==> src/rtl/serial_frame_tx.sv <==
// serial_frame_tx: 8N1 transmitter for a sync byte, a 32-bit word sent MSB byte first, and a checksum byte
module serial_frame_tx #(
  parameter int          CLK_HZ = 100000000,
  parameter int          BAUD   = 115200,
  parameter logic [7:0]  SYNC   = 8'hA5
) (
  input  logic        clk100,
  input  logic        reset,
  input  logic        send,
  input  logic [31:0] data,
  output logic        tx,
  output logic        busy,
  output logic        done
);
  localparam int         BIT_TICKS = CLK_HZ / BAUD;
  localparam logic [15:0] LAST     = 16'(BIT_TICKS - 1);
  typedef enum logic [1:0] {IDLE, START, DATA, STOP} state_t;
  state_t      state_q, state_d;
  logic [15:0] tick_q, tick_d;
  logic [2:0]  bit_q, bit_d, byte_q, byte_d;
  logic [31:0] word_q, word_d;
  logic [7:0]  csum_q, csum_d, cur_byte;
  logic        tx_q, tx_d, done_q, done_d, bit_end;
  assign bit_end = (state_q != IDLE) && (tick_q == LAST);
  assign tx      = tx_q;
  assign busy    = state_q != IDLE;
  assign done    = done_q;
  // sequencing through start, data and stop bits of each of the six bytes
  always_comb begin
    state_d = state_q;
    tick_d  = (state_q == IDLE || bit_end) ? '0 : tick_q + 16'd1;
    bit_d   = bit_q;
    byte_d  = byte_q;
    word_d  = word_q;
    csum_d  = csum_q;
    done_d  = 1'b0;
    case (state_q)
      IDLE: if (send) begin
        state_d = START;
        bit_d   = '0;
        byte_d  = '0;
        word_d  = data;
        csum_d  = data[31:24] + data[23:16] + data[15:8] + data[7:0];
      end
      START: if (bit_end) begin
        state_d = DATA;
        bit_d   = '0;
      end
      DATA: if (bit_end) begin
        if (bit_q == 3'd7) state_d = STOP;
        else bit_d = bit_q + 3'd1;
      end
      STOP: if (bit_end) begin
        if (byte_q == 3'd5) begin
          state_d = IDLE;
          byte_d  = '0;
          done_d  = 1'b1;
        end else begin
          state_d = START;
          byte_d  = byte_q + 3'd1;
        end
      end
      default: state_d = IDLE;
    endcase
  end
  // line level for the upcoming cycle, registered so tx never glitches
  always_comb begin
    cur_byte = byte_d == 3'd0 ? SYNC :
               byte_d == 3'd1 ? word_q[31:24] :
               byte_d == 3'd2 ? word_q[23:16] :
               byte_d == 3'd3 ? word_q[15:8] :
               byte_d == 3'd4 ? word_q[7:0] : csum_q;
    tx_d = state_d == START ? 1'b0 : state_d == DATA ? cur_byte[bit_d] : 1'b1;
  end
  // state register; reset drops any frame in flight and idles the line high
  always_ff @(posedge clk100 or negedge reset) begin
    if (!reset) begin
      state_q <= IDLE;
      tick_q  <= '0;
      bit_q   <= '0;
      byte_q  <= '0;
      word_q  <= '0;
      csum_q  <= '0;
      tx_q    <= 1'b1;
      done_q  <= 1'b0;
    end else begin
      state_q <= state_d;
      tick_q  <= tick_d;
      bit_q   <= bit_d;
      byte_q  <= byte_d;
      word_q  <= word_d;
      csum_q  <= csum_d;
      tx_q    <= tx_d;
      done_q  <= done_d;
    end
  end
endmodule
==> config.mk <==
export PLATFORM = sky130hd
export DESIGN_NAME = serial_frame_tx
export DESIGN_NICKNAME = d
export VERILOG_FILES = /design/src/rtl/serial_frame_tx.sv
export SDC_FILE = /design/constraint.sdc
export NUM_CORES = 1
export LEC_CHECK = 0
export CAP_MARGIN = 20
export CORE_ASPECT_RATIO = 1.2
export CORE_MARGIN = 2
export CORE_UTILIZATION = 54
export DETAILED_ROUTE_END_ITERATION = 10
export MAX_ROUTING_LAYER = met4
export PLACE_DENSITY = 0.77
export SLEW_MARGIN = 40
export SYNTH_ARGS = -nofsm -noshare
export SYNTH_HDL_FRONTEND = slang
export SYNTH_SLANG_ARGS = --single-unit
==> constraint.sdc <==
create_clock -name clk100 -period 4.3 [get_ports clk100]
set_clock_uncertainty 0.15 [all_clocks]
set_input_delay 0.86 -clock clk100 [delete_from_list [all_inputs] [get_ports clk100]]
set_output_delay 0.86 -clock clk100 [all_outputs]
set_load 0.03 [all_outputs]
* Word level (Yosys, flattened, before mapping)
Cells that the tools add are included.
Word-level totals: flip-flop bits (word level) 66, output and inout bits 3, logic and storage cells 62
Operators by class: $add $sub $neg 6, order comparisons 1, equal/unequal tests 12, mux-type cells 29, reduce and logical (&&, ||, !) cells 6
Operators by type and width (number):
- $mux 8 | 5
- $add 8x8->8 | 3
- $mux 3 | 7
- $add 16x1->16 const B | 1
- $eq 16x10->1 const B | 1
- $mux 16 | 1
- $mux 2 | 5
- $eq 3x3->1 const B | 3
- $pmux 3 s3 | 1
- $pmux 2 s4 | 1
- $mux 1 | 7
- $add 3x1->3 const B | 2
- $eq 2x2->1 const B | 3
- $eq 3x2->1 const B | 2
- $pmux 3 s2 | 1
- $eq 2x1->1 const B | 2
- $lt 3x4->1 const B | 1
- $bmux 1 s3 | 1
- $eq 3x1->1 const B | 1
- $logic_not 3->1 | 1
- $logic_not 2->1 | 1
- $reduce_and 2->1 | 1
- $reduce_bool 2->1 | 1
- $logic_and 1x1->1 | 1
- $logic_or 1x1->1 | 1

* Longest topological paths before layout
Gate-level depths: netlist of the first run.
word-level depth 14, depth in mapped cells 17, depth with buffers taken out 12

* Least setup slack after synthesis of the first run
OpenSTA, ideal clock, no wires.
kind input port to flip-flop, from input data[1], to register csum_q[7], setup time 0.135 ns, arrival 3.078 ns, data required time 4.015 ns, slack 0.937 ns, stages on the path 12, buffers on the path 0, path through fa_1 > fa_1 > ha_1 > inv_1 > fa_1 > nor2b_1 > o21ai_0 > nand2b_1 > a21o_1 > a21oi_1 > xnor2_1 > o21ai_0
On the way: cells in the longest elaborated chain, start to end 1
RTL lines:
- from (decl) | RTL line 10 | input logic [31:0] data,
- $add 8x8->8 | RTL line 43 | csum_d = data[31:24] + data[23:16] + data[15:8] + data[7:0];
- to (signal assigned) | RTL line 92 | csum_q <= csum_d;
- to (decl) | RTL line 22 | logic [7:0] csum_q, csum_d, cur_byte;
No other way between the ends. A chain may end at the register's enable or synchronous reset.

* Worst setup path after layout of the first run
from register tick_q[0], to register tx_q, in the netlist tx
On the way: cells in the longest elaborated chain, start to end 14, elaborated cells between the ends (all ways) 27, those cells by class 7 x eq/ne; 18 x mux; 2 x reduce/logical
RTL lines:
- from (decl) | RTL line 19 | logic [15:0] tick_q, tick_d;
- from (signal assigned) | RTL line 88 | tick_q <= tick_d;
- $eq 16x10->1 (*) | RTL line 24 | assign bit_end = (state_q != IDLE) && (tick_q == LAST);
- $logic_and 1x1->1 (*) | RTL line 24
- $mux 3 | RTL line 53 | STOP: if (bit_end) begin
- $pmux 3 s2 | RTL line 37 | case (state_q)
- $eq 3x3->1 | RTL line 72 | byte_d == 3'd4 ? word_q[7:0] : csum_q;
- $mux 8 | RTL line 72
- $mux 8 | RTL line 71 | byte_d == 3'd3 ? word_q[15:8] :
- $mux 8 | RTL line 70 | byte_d == 3'd2 ? word_q[23:16] :
- $mux 8 | RTL line 69 | byte_d == 3'd1 ? word_q[31:24] :
- $mux 8 | RTL line 68 | cur_byte = byte_d == 3'd0 ? SYNC :
- $bmux 1 s3 | RTL line 73 | tx_d = state_d == START ? 1'b0 : state_d == DATA ? cur_byte[bit_d] : 1'b1;
- $mux 1 (implied by the code) | RTL line 73
- $mux 1 | RTL line 73
- $mux 1 (*) | RTL line 73
- net tx_d | RTL line 23 | logic tx_q, tx_d, done_q, done_d, bit_end;
- to (signal assigned) | RTL line 93 | tx_q <= tx_d;
- to (decl) | RTL line 23
The timed path passes the listed nets; every way through them passes the cells marked *. The select of a mux whose other input is x is not followed.

==> results of run 1 <==
## flip-flops by register name, summed over array words and instances (netlist names)
register  count
csum_q        8
done          1
tx            1
byte_q        3
tick_q       16
state_q       2
bit_q         3
word_q       32
## final timing paths
kind | startpoint | end | slack (ns) | cells past startpoint
setup / recovery | tick_q[0]$_DFF_PN0_ | tx$_DFF_PN1_ | 0.47 | 11
hold / removal | tick_q[0]$_DFF_PN0_ | tick_q[0]$_DFF_PN0_ | 0.33 | 1
setup reg to reg | tick_q[0]$_DFF_PN0_ | tx$_DFF_PN1_ | 0.47 | 11
hold reg to reg | tick_q[0]$_DFF_PN0_ | tick_q[0]$_DFF_PN0_ | 0.33 | 1
max in group asynchronous | reset | csum_q[5]$_DFFE_PN0P_ | 2.94 | 2
min in group asynchronous | reset | tick_q[7]$_DFF_PN0_ | 0.35 | 1
## power groups by stage
stage / logic (W) / clock network, W / registers, W
2_1_floorplan: 0.000125 / 0 / 0.000633
3_3_place_gp: 0.000203 / 0 / 0.000632
3_5_place_dp: 0.000209 / 0 / 0.000632
4_1_cts: 0.000211 / 0.000553 / 0.000620
5_1_grt: 0.000238 / 0.000578 / 0.000620
6_report: 0.000209 / 0.000539 / 0.000620
## routing by layer
layer  track usage [%]  up-vias  routed length, um
met3              5.10       22                322
li1                  -     1498                  -
met4              8.06        0                236
met2              42.6       71               4850
met5                 -        -                  0
met1              29.4     1555               3800
## cell families after synthesis
family / Yosys count
compound gates: 80
xor+xnor: 23
fa+ha+maj: 27
buf+inv: 36
flops: 66
mux: 38
simple gates: 130
## placed cells by master, fill, tap and decap left out, drive strengths merged, types with 12 or more instances in the layout
cell type	n
dfrtp	65
ha	13
fa	14
mux2	35
a21oi	14
inv	16
clkdlybuf4s50	36
nand3	18
xnor2	12
o21ai	17
nand2	33
nor2	32
## critical path, stage by stage (launching register included)
cell      delay [ns]
dfrtp_1         0.39
ha_1            0.24
nor4b_4         0.31
and4_1          0.46
mux2_1          0.18
and2_1          0.31
inv_2           0.24
nor3_1          0.49
mux2i_1         0.33
nor2_1          0.07
o41ai_1         0.46
a211oi_2        0.09
## layout make-up
type                       instances  share of cell area [%]
multi-input combinational        298                    48.9
sequential                        66                    34.6
timing repair buffer              42                    8.48
clock inverter                     5                    1.31
tap                               92                    2.41
inverter                          16                    1.36
clock buffer                      11                    2.96
## metrics by stage
stage          setup slack, ns  hold slack (ns)  std cells
6_report                 0.466            0.334        530
5_1_grt                  0.305            0.371        530
4_1_cts                  0.570            0.337        530
3_5_place_dp             0.242            0.326        514
3_3_place_gp             0.324            0.317        514
2_1_floorplan            0.937            0.300        400
==> Flow_metrics.wiki, run 1 <==
{| class="wikitable"
! Metric !! Value
|-
| Outcome || finished clean
|-
| Area of the die || 8430 um2
|-
| Max-slew violation count || 0
|-
| Number of enable flip-flop cells after synthesis || 0
|-
| Relative slew margins || 45.8%
|-
| Reported net switching power || 0.000353 W
|-
| Mean instance size in the synthesized netlist || 10.4 um2
|-
| Count of max-cap constraint violations || 0
|-
| Inserted Diodes || 0
|-
| Crit. End Element || flip-flop
|-
| Total number of placement rows || 35
|-
| WS Path Type || flip-flop to flip-flop
|-
| CP Max Fanout || 21
|-
| Fin nets || 495
|-
| CTS clock-pin slew for the worst setup and hold paths || 0.08 ns
|-
| Final Critical Period || 3.83 ns
|-
| Starting Density || 54.9%
|-
| Post-route antenna net violation count || 0
|-
| Layout cell share with drive strength beyond 1 || 16.4%
|-
| Part of the total power dissipated in combinational logic || 15.3%
|-
| Summed negative setup slack over all endpoints || 0 ns
|-
| Synth top area cells || dfrtp_1 39%, mux2_2 9.2%, fa_1 6.7%
|-
| Number of instances in the synthesized netlist || 400
|-
| Number of nets in the synthesized netlist || 462
|-
| Portion of synthesized cell area occupied by the leading cell type || 39.1%
|-
| Height of the die || 100 um
|-
| Clock tree from TritonCTS || yes
|-
| Final clock period utilization by the worst path || 89.2%
|-
| Most used standard cell by instance count after synthesis || dfrtp_1
|-
| Area after DPL || 4570 um2
|-
| H-tree levels || 3
|-
| RSZ-0062 raised after global routing || no
|-
| Horizontal die dimension || 84.2 um
|-
| Worst VDD drop || 0.197 mV
|-
| Longest Clk Path Bufs || 2
|-
| Number of buffers inserted for hold repair after clock tree synthesis || 0
|-
| I/O Pins || 38
|-
| Layout filler cell count || 610
|-
| Multiplexer fraction of the synthesized cell area || 10.2%
|-
| Clock Power Share || 39.4%
|-
| Combinational family with the most area after synthesis || simple AND/OR/NAND/NOR gates
|-
| Number of global-route vias before repair || 3,343
|-
| Register area || 1650 um2
|-
| Synthesis-to-finish area growth || 14.9%
|-
| Arrival time of data at the critical path endpoint || 3.94 ns
|-
| Overall overflow remaining after global route || 0
|-
| Required time worst endpoint || 4.40 ns
|-
| Post-synthesis sequential element count || 66
|-
| Violation count after the first detailed-route iteration || 143
|-
| CTS resizes || 0
|-
| Clock latency at the later pin of the worst-skew pair || 0.35 ns
|-
| Power density normalized to cell area || 286 nW/um2
|-
| Clock root buffer master || clkbuf_8
|-
| Type of origin of the critical path || flip-flop
|-
| Post-Synth XOR/XNOR Area || 4.84%
|-
| Unique masters post-synth || 66
|-
| Maximum number of pins on one net before global-route repair || 48
|-
| Leakage power figure || 2.14 nW
|-
| Hold crit path type || flip-flop to flip-flop
|-
| Synthesized area || 4160 um2
|-
| Part of the Yosys area used for sequential elements || 39.7%
|-
| Global-route wire length before repair || 16,100 um
|-
| RD Place Congestion || 0.911
|-
| Overall power of the completed layout || 0.00137 W
|-
| Cell Int Power || 0.00102 W
|-
| Vias per std cell || 5.94
|-
| Antenna violations before repair || 0
|-
| Total CTS buffers || 9
|-
| Ys Warns || 0
|-
| Predominant post-synthesis flop cell || dfrtp_1
|-
| Net Sw Frac || 25.8%
|-
| Finished Core Util || 63.1%
|-
| Number of iterations in the first detailed-routing pass || 4
|-
| Total Routed Length || 9220 um
|-
| Core region area || 7580 um2
|-
| Worst-margin pin slew || 0.803 ns
|-
| Cell type with the highest aggregate area in the netlist || dfrtp_1
|-
| Detail-routed net length per standard cell || 17.4 um
|-
| DRC violations left || 0
|-
| Part of the total power dissipated in sequential elements || 45.3%
|-
| Synthesized-area fraction occupied by and/or/nand/nor cells || 16.9%
|-
| Top post-synthesis cells by count || 65 x dfrtp_1, 34 x mux2_2, 33 x nand2_1
|-
| Combined area of the multi-input logic cells || 2340 um2
|-
| Async set-or-reset flop fraction in the synthesized netlist || 100%
|-
| Tot GR Track Use || 24.8%
|-
| Compound-gate portion of the synthesized area || 13.5%
|-
| Number of endpoints failing setup at the final stage || 0
|-
| Setup Buffers After CTS || 0
|-
| Overall via count from detail_route || 3,146
|-
| Final Instance Area || 4780 um2
|-
| Hold violation total from the final report || 0
|-
| Sinks on Clock Net || 66
|-
| DP HPWL || 6820 um
|-
| Fmax || 261 MHz
|-
| Adder and majority cell fraction of the synthesized area || 10.6%
|-
| Total of buffers placed on input and output ports || 37
|}
Note: power is estimated with default switching activity, not from simulation.
==> run 2: changes to the inputs <==
- PLACE_DENSITY: 0.77 -> 0.76
==> run 2 against run 1 <==
Sequential share of layout area about the same. First-iteration DRC count decreased by 0.70%. Via count increased by 1.6%. Flip-flop and latch count unchanged. Non-clock buffer count increased by 1. Critical endpoint unchanged.
==> Flow_metrics.wiki, run 2 (synthesis results as in run 1) <==
{| class="wikitable"
! Metric !! Value
|-
| Outcome || finished clean (unchanged)
|-
| Number of flip-flops under the largest register name || 32 (unchanged)
|-
| Total of buffers placed on input and output ports || 37 (unchanged)
|-
| Required time worst endpoint || 4.40 ns (about the same)
|-
| DRC violations left || 0 (unchanged)
|-
| End of the worst register-to-register path || tx$_DFF_PN1_ (unchanged)
|-
| Depth of the most critical reg-to-reg path || 11 (unchanged)
|-
| WS Path Type || flip-flop to flip-flop (unchanged)
|-
| Tot GR Track Use || 23.9% (was 24.8%)
|-
| Worst-margin pin slew || 0.624 ns (was 0.803 ns)
|-
| Max-slew violation count || 0 (unchanged)
|-
| Number of endpoints failing setup at the final stage || 0 (unchanged)
|-
| Summed negative setup slack over all endpoints || 0 ns (unchanged)
|-
| Clock root buffer master || clkbuf_8 (unchanged)
|-
| Global-route wire length before repair || 15,500 um (was 16,100 um)
|-
| Power density normalized to cell area || 281 nW/um2 (was 286 nW/um2)
|-
| Synthesis-to-finish area growth || 14.8% (was 14.9%)
|-
| Setup Buffers After CTS || 0 (unchanged)
|-
| Most used cells in the layout excluding fill and tap cells || 65 x dfrtp_1, 36 x clkdlybuf4s50_1, 34 x mux2_2 (unchanged)
|-
| Leakage power figure || 2.14 nW (about the same)
|-
| Clock latency at the later pin of the worst-skew pair || 0.35 ns (about the same)
|-
| Total number of placement rows || 35 (unchanged)
|-
| CTS clock-pin slew for the worst setup and hold paths || 0.07 ns (was 0.08 ns)
|-
| Layout filler cell count || 619 (was 610)
|-
| Violation count after the first detailed-route iteration || 142 (was 143)
|-
| Relative slew margins || 58.3% (was 45.8%)
|-
| Critical Path Start || tick_q[0]$_DFF_PN0_ (unchanged)
|-
| Area of the die || 8430 um2 (unchanged)
|-
| Crit. End Element || flip-flop (unchanged)
|-
| DP HPWL || 6730 um (was 6820 um)
|-
| CP Max Fanout || 21 (unchanged)
|-
| Register name with the most flops || word_q (unchanged)
|-
| Arrival time of data at the critical path endpoint || 3.93 ns (was 3.94 ns)
|-
| Vias per std cell || 6.03 (was 5.94)
|-
| Most common cell after layout, fill and taps aside || dfrtp_1 (unchanged)
|-
| Starting Density || 54.9% (unchanged)
|-
| Overall overflow remaining after global route || 0 (unchanged)
|-
| Sinks on Clock Net || 66 (unchanged)
|-
| Core region area || 7580 um2 (unchanged)
|-
| RD Place Congestion || 0.928 (was 0.911)
|-
| Last element of the critical path || tx$_DFF_PN1_ (unchanged)
|-
| Horizontal die dimension || 84.2 um (unchanged)
|-
| Post-route antenna net violation count || 0 (unchanged)
|-
| Count of max-cap constraint violations || 0 (unchanged)
|-
| Number of global-route vias before repair || 3,242 (was 3,343)
|-
| Worst r2r src || tick_q[0]$_DFF_PN0_ (unchanged)
|-
| Number of buffers inserted for hold repair after clock tree synthesis || 0 (unchanged)
|-
| Worst VDD drop || 0.203 mV (was 0.197 mV)
|-
| Inserted Diodes || 0 (unchanged)
|-
| Worst-case register-to-register setup slack || 0.46 ns (was 0.47 ns)
|-
| Hold crit path type || flip-flop to flip-flop (unchanged)
|-
| Fin nets || 496 (was 495)
|-
| I/O Pins || 38 (unchanged)
|-
| RSZ-0062 raised after global routing || no (unchanged)
|-
| Overall via count from detail_route || 3,197 (was 3,146)
|-
| Antenna violations before repair || 0 (unchanged)
|-
| Longest Clk Path Bufs || 2 (unchanged)
|-
| Height of the die || 100 um (unchanged)
|-
| Final clock period utilization by the worst path || 89.2% (about the same)
|-
| Overall power of the completed layout || 0.00134 W (was 0.00137 W)
|-
| Layout cell share with drive strength beyond 1 || 16.7% (was 16.4%)
|-
| Type of origin of the critical path || flip-flop (unchanged)
|-
| Total CTS buffers || 9 (unchanged)
|-
| Detail-routed net length per standard cell || 17.5 um (was 17.4 um)
|-
| Fmax || 261 MHz (about the same)
|-
| Final Critical Period || 3.84 ns (was 3.83 ns)
|-
| H-tree levels || 3 (unchanged)
|-
| Hold violation total from the final report || 0 (unchanged)
|-
| Number of iterations in the first detailed-routing pass || 5 (was 4)
|-
| Clock tree from TritonCTS || yes (unchanged)
|-
| Largest registers || word_q x32, tick_q x16, csum_q x8 (unchanged)
|-
| CTS resizes || 0 (unchanged)
|-
| Total Routed Length || 9280 um (was 9220 um)
|-
| Worst hold path startpoint || csum_q[5]$_DFFE_PN0P_ (was tick_q[0]$_DFF_PN0_)
|-
| Maximum number of pins on one net before global-route repair || 46 (was 48)
|}
[run 2: layer usage]
metal / global-route usage, % / vias to the layer above / routed length [um]
met3: 5.02 / 19 / 388
li1: - / 1503 / -
met5: - / - / 0
met2: 40.3 / 96 / 4780
met1: 29.4 / 1579 / 3940
met4: 6.58 / 0 / 172
[run 2: cell type report]
| type | instances | area, um2 | share of cell area (%) |
|---|---|---|---|
| multi-input cells | 298 | 2350 | 49.1 |
| flip-flops and latches | 66 | 1650 | 34.6 |
| repair buffers | 43 | 413 | 8.64 |
| clock buffers | 10 | 128 | 2.67 |
| well taps | 92 | 115 | 2.41 |
| inverters | 16 | 65.1 | 1.36 |
| clock inverters | 5 | 56.3 | 1.18 |
[run 2: power by group]
group | switching [W] | leakage, nW | internal [W]
logic | 0.000103 | 1.18 | 0.000109
clock network | 0.000245 | 0.0921 | 0.000263
registers | 0 | 0.873 | 0.000620
[run 2: worst max-delay path, stage by stage, from the launching register on]
cell and delay [ns]:
dfrtp_1 0.40, ha_1 0.26, nor4b_4 0.32, and4_1 0.47, mux2_1 0.19, and2_1 0.32
inv_2 0.24, nor2_1 0.55, a21oi_1 0.17, a211oi_2 0.24, o21bai_1 0.12, a211oi_2 0.31
[run 2: per-stage QoR]
step                      instance area [um2]  utilization, %  setup WS (ns)  cells  hold WS [ns]
final                                    4780            63.1          0.464    530         0.345
after global routing                     4780            63.1          0.223    530         0.378
after CTS                                4770            62.9          0.523    530         0.338
after detailed placement                 4580            60.5          0.296    515         0.321
after global placement                   4580            60.4          0.335    515         0.314
after floorplan                          4160               -          0.937    400         0.300
[run 2: worst min-delay path by stage]
stage / end / slack [ns] / cells past startpoint
finish: csum_q[5]$_DFFE_PN0P_ / 0.34 / 2
global route: csum_q[5]$_DFFE_PN0P_ / 0.38 / 2
CTS: csum_q[5]$_DFFE_PN0P_ / 0.34 / 2
detailed placement: csum_q[5]$_DFFE_PN0P_ / 0.32 / 2
global placement: csum_q[5]$_DFFE_PN0P_ / 0.31 / 2
floorplan: csum_q[5]$_DFFE_PN0P_ / 0.30 / 2
==> run 3: changes to the inputs <==
- clock period: 4.3 -> 4.9 ns (I/O delays scaled with it)
==> run 3 against run 2 <==
Combinational power shrank 14%. Register-to-register slack gained 0.70 ns. Count of clock-buffer cells in the layout grew 3. Via count shrank 1.6%. Die area is the same. Highest routed layer unchanged. Largest cell class unchanged. Setup slack gained 0.67 ns. Clock power shrank 6.3%. First-iteration DRC count grew 20%. Sequential power shrank 12%. Final area shrank 0.10%. Core utilization shrank 0.066 points. Cell count shrank 0.38%.
==> Flow_metrics.wiki, run 3 (synthesis results as in run 1) <==
{| class="wikitable"
! Metric !! Value
|-
| Summed negative setup slack over all endpoints || 0 ns (unchanged)
|-
| Most common cell after layout, fill and taps aside || dfrtp_1 (unchanged)
|-
| Outcome || finished clean (unchanged)
|-
| Height of the die || 100 um (unchanged)
|-
| Total of buffers placed on input and output ports || 37 (unchanged)
|-
| Worst-margin pin slew || 0.765 ns (was 0.624 ns)
|-
| Detail-routed net length per standard cell || 16.8 um (was 17.5 um)
|-
| Inserted Diodes || 0 (unchanged)
|-
| Layout cell share with drive strength beyond 1 || 16.1% (was 16.7%)
|-
| Most used cells in the layout excluding fill and tap cells || 65 x dfrtp_1, 36 x clkdlybuf4s50_1, 34 x mux2_2 (unchanged)
|-
| Horizontal die dimension || 84.2 um (unchanged)
|-
| CTS resizes || 0 (unchanged)
|-
| CTS clock-pin slew for the worst setup and hold paths || 0.07 ns (about the same)
|-
| Final clock period utilization by the worst path || 76.9%
|-
| Combined buffer and inverter count along the critical path || 2 (was 1)
|-
| Post-route antenna net violation count || 0 (unchanged)
|-
| Longest Clk Path Bufs || 2 (unchanged)
|-
| Hold violation total from the final report || 0 (unchanged)
|-
| Count of max-cap constraint violations || 0 (unchanged)
|-
| Clock tree from TritonCTS || yes (unchanged)
|-
| Critical-path top delay cell || fa_1 (was nor2_1)
|-
| Total Routed Length || 8890 um (was 9280 um)
|-
| Top delay family on crit path || adder cells (was simple AND/OR/NAND/NOR gates)
|-
| I/O Pins || 38 (unchanged)
|-
| RD Place Congestion || 0.912 (was 0.928)
|-
| Number of endpoints failing setup at the final stage || 0 (unchanged)
|-
| Clock latency at the later pin of the worst-skew pair || 0.35 ns (about the same)
|-
| Vias per std cell || 5.96 (was 6.03)
|-
| Hold crit path type || flip-flop to flip-flop (unchanged)
|-
| Leakage power figure || 2.14 nW (about the same)
|-
| Power density normalized to cell area || 252 nW/um2 (was 281 nW/um2)
|-
| H-tree levels || 3 (unchanged)
|-
| Clock root buffer master || clkbuf_8 (unchanged)
|-
| Number of iterations in the first detailed-routing pass || 4 (was 5)
|-
| Total CTS buffers || 9 (unchanged)
|-
| Tot GR Track Use || 23.7% (was 23.9%)
|-
| Global-route wire length before repair || 15,300 um (was 15,500 um)
|-
| Sinks on Clock Net || 66 (unchanged)
|-
| Core region area || 7580 um2 (unchanged)
|-
| DRC violations left || 0 (unchanged)
|-
| Worst VDD drop || 0.206 mV (was 0.203 mV)
|-
| Required time worst endpoint || 4.96 ns (was 4.40 ns)
|-
| CP peak stage delay || 0.57 ns (was 0.55 ns)
|-
| Cell repeated most along the worst path || fa_1 (was a211oi_2)
|-
| Series of cell instances along the critical path || clkdlybuf4s50_1 > fa_1 > fa_1 > ha_1 > inv_1 > fa_1 > nor2b_1 > o21ai_0 > nand2b_1 > a21o_1 > a21oi_1 > xnor2_1 > o21ai_0 (was ha_1 > nor4b_4 > and4_1 > mux2_1 > and2_1 > inv_2 > nor2_1 > a21oi_1 > a211oi_2 > o21bai_1 > a211oi_2)
|-
| RSZ-0062 raised after global routing || no (unchanged)
|-
| Number of flip-flops under the largest register name || 32 (unchanged)
|-
| Finished Core Util || 63.0% (was 63.1%)
|-
| Fin nets || 494 (was 496)
|-
| Fmax || 265 MHz
|-
| Max-slew violation count || 0 (unchanged)
|-
| Setup Buffers After CTS || 0 (unchanged)
|-
| WS Path Type || primary input to flip-flop (was flip-flop to flip-flop)
|-
| Register name with the most flops || word_q (unchanged)
|-
| Starting Density || 54.9% (unchanged)
|-
| Antenna violations before repair || 0 (unchanged)
|-
| Relative slew margins || 48.3% (was 58.3%)
|-
| Final Critical Period || 3.77 ns
|-
| Arrival time of data at the critical path endpoint || 3.83 ns (was 3.93 ns)
|-
| Maximum number of pins on one net before global-route repair || 39 (was 46)
|-
| Synthesis-to-finish area growth || 14.7% (was 14.8%)
|-
| CP Max Fanout || 2 (was 21)
|-
| Total number of placement rows || 35 (unchanged)
|-
| DP HPWL || 6670 um (was 6730 um)
|-
| Overall via count from detail_route || 3,146 (was 3,197)
|-
| Largest registers || word_q x32, tick_q x16, csum_q x8 (unchanged)
|-
| Overall overflow remaining after global route || 0 (unchanged)
|-
| Type of origin of the critical path || primary input (was flip-flop)
|-
| Violation count after the first detailed-route iteration || 170 (was 142)
|-
| Number of global-route vias before repair || 3,278 (was 3,242)
|-
| Crit. End Element || flip-flop (unchanged)
|-
| Area of the die || 8430 um2 (unchanged)
|-
| Worst hold margin || 0.333 ns (was 0.345 ns)
|-
| Number of buffers inserted for hold repair after clock tree synthesis || 0 (unchanged)
|}
-- run 3: cell count changes in the layout (fill, tap and decap cells not counted), sizes merged --
cell / before / now
clkinvlp: 1 / 0
buf: 7 / 5
clkbuf: 10 / 13
clkinv: 4 / 2
-- run 3: area by class of cell --
type,instances,area (um2)
fill,609,2800
tap,92,115
timing repair buffer,41,395
inverter,16,65.1
multi-input combinational,298,2340
sequential,66,1650
clock inverter,2,35.0
clock buffer,13,169
-- run 3: path summary, 6_finish.rpt --
kind | startpoint | to | slack [ns] | cells after the start
max | data[1] | csum_q[7]$_DFFE_PN0P_ | 1.13 | 13
max reg2reg | state_q[0]$_DFF_PN0_ | tx$_DFF_PN1_ | 1.16 | 12
min reg2reg | tick_q[0]$_DFF_PN0_ | tick_q[0]$_DFF_PN0_ | 0.33 | 1
max in group asynchronous | reset | bit_q[1]$_DFF_PN0_ | 3.13 | 2
min in group asynchronous | reset | tick_q[8]$_DFF_PN0_ | 0.50 | 1
min | tick_q[0]$_DFF_PN0_ | tick_q[0]$_DFF_PN0_ | 0.33 | 1
-- run 3: metrics by stage --
stage	total power, W	std cells	instance area (um2)	setup WS (ns)
after floorplan	0.000665	400	4160	1.42
after CTS	0.00122	528	4770	1.11
final	0.00120	528	4770	1.13
after global placement	0.000734	513	4560	0.806
after global routing	0.00126	528	4770	0.863
after detailed placement	0.000740	513	4560	0.757
-- run 3: worst reg2reg max path, cell delays in order (launching register included) --
cell and delay, ns:
dfrtp_1 0.41, inv_1 0.10, ha_1 0.23, nor4bb_1 0.27, and4_1 0.44, mux2_1 0.19
and2_1 0.33, inv_2 0.23, nor2_1 0.53, a21oi_1 0.17, a211oi_2 0.23, o21bai_1 0.11
a211oi_2 0.27
-- run 3: metal layers --
layer | wire length [um] | vias to the layer above | track usage, % | part of all wire, %
li1 | - | 1493 | - | -
met1 | 3770 | 1558 | 28.2 | 42
met2 | 4590 | 79 | 39.8 | 52
met3 | 329 | 16 | 4.77 | 3.7
met4 | 199 | 0 | 9.31 | 2.2
met5 | 0 | - | - | 0
-- run 3: report_power, final --
group / internal [W] / switching, W / total (W)
Sequential: 0.000545 / 0 / 0.000545
Combinational: 0.0000946 / 0.0000873 / 0.000182
Clock: 0.000273 / 0.000204 / 0.000477
Total: 0.000913 / 0.000291 / 0.00120
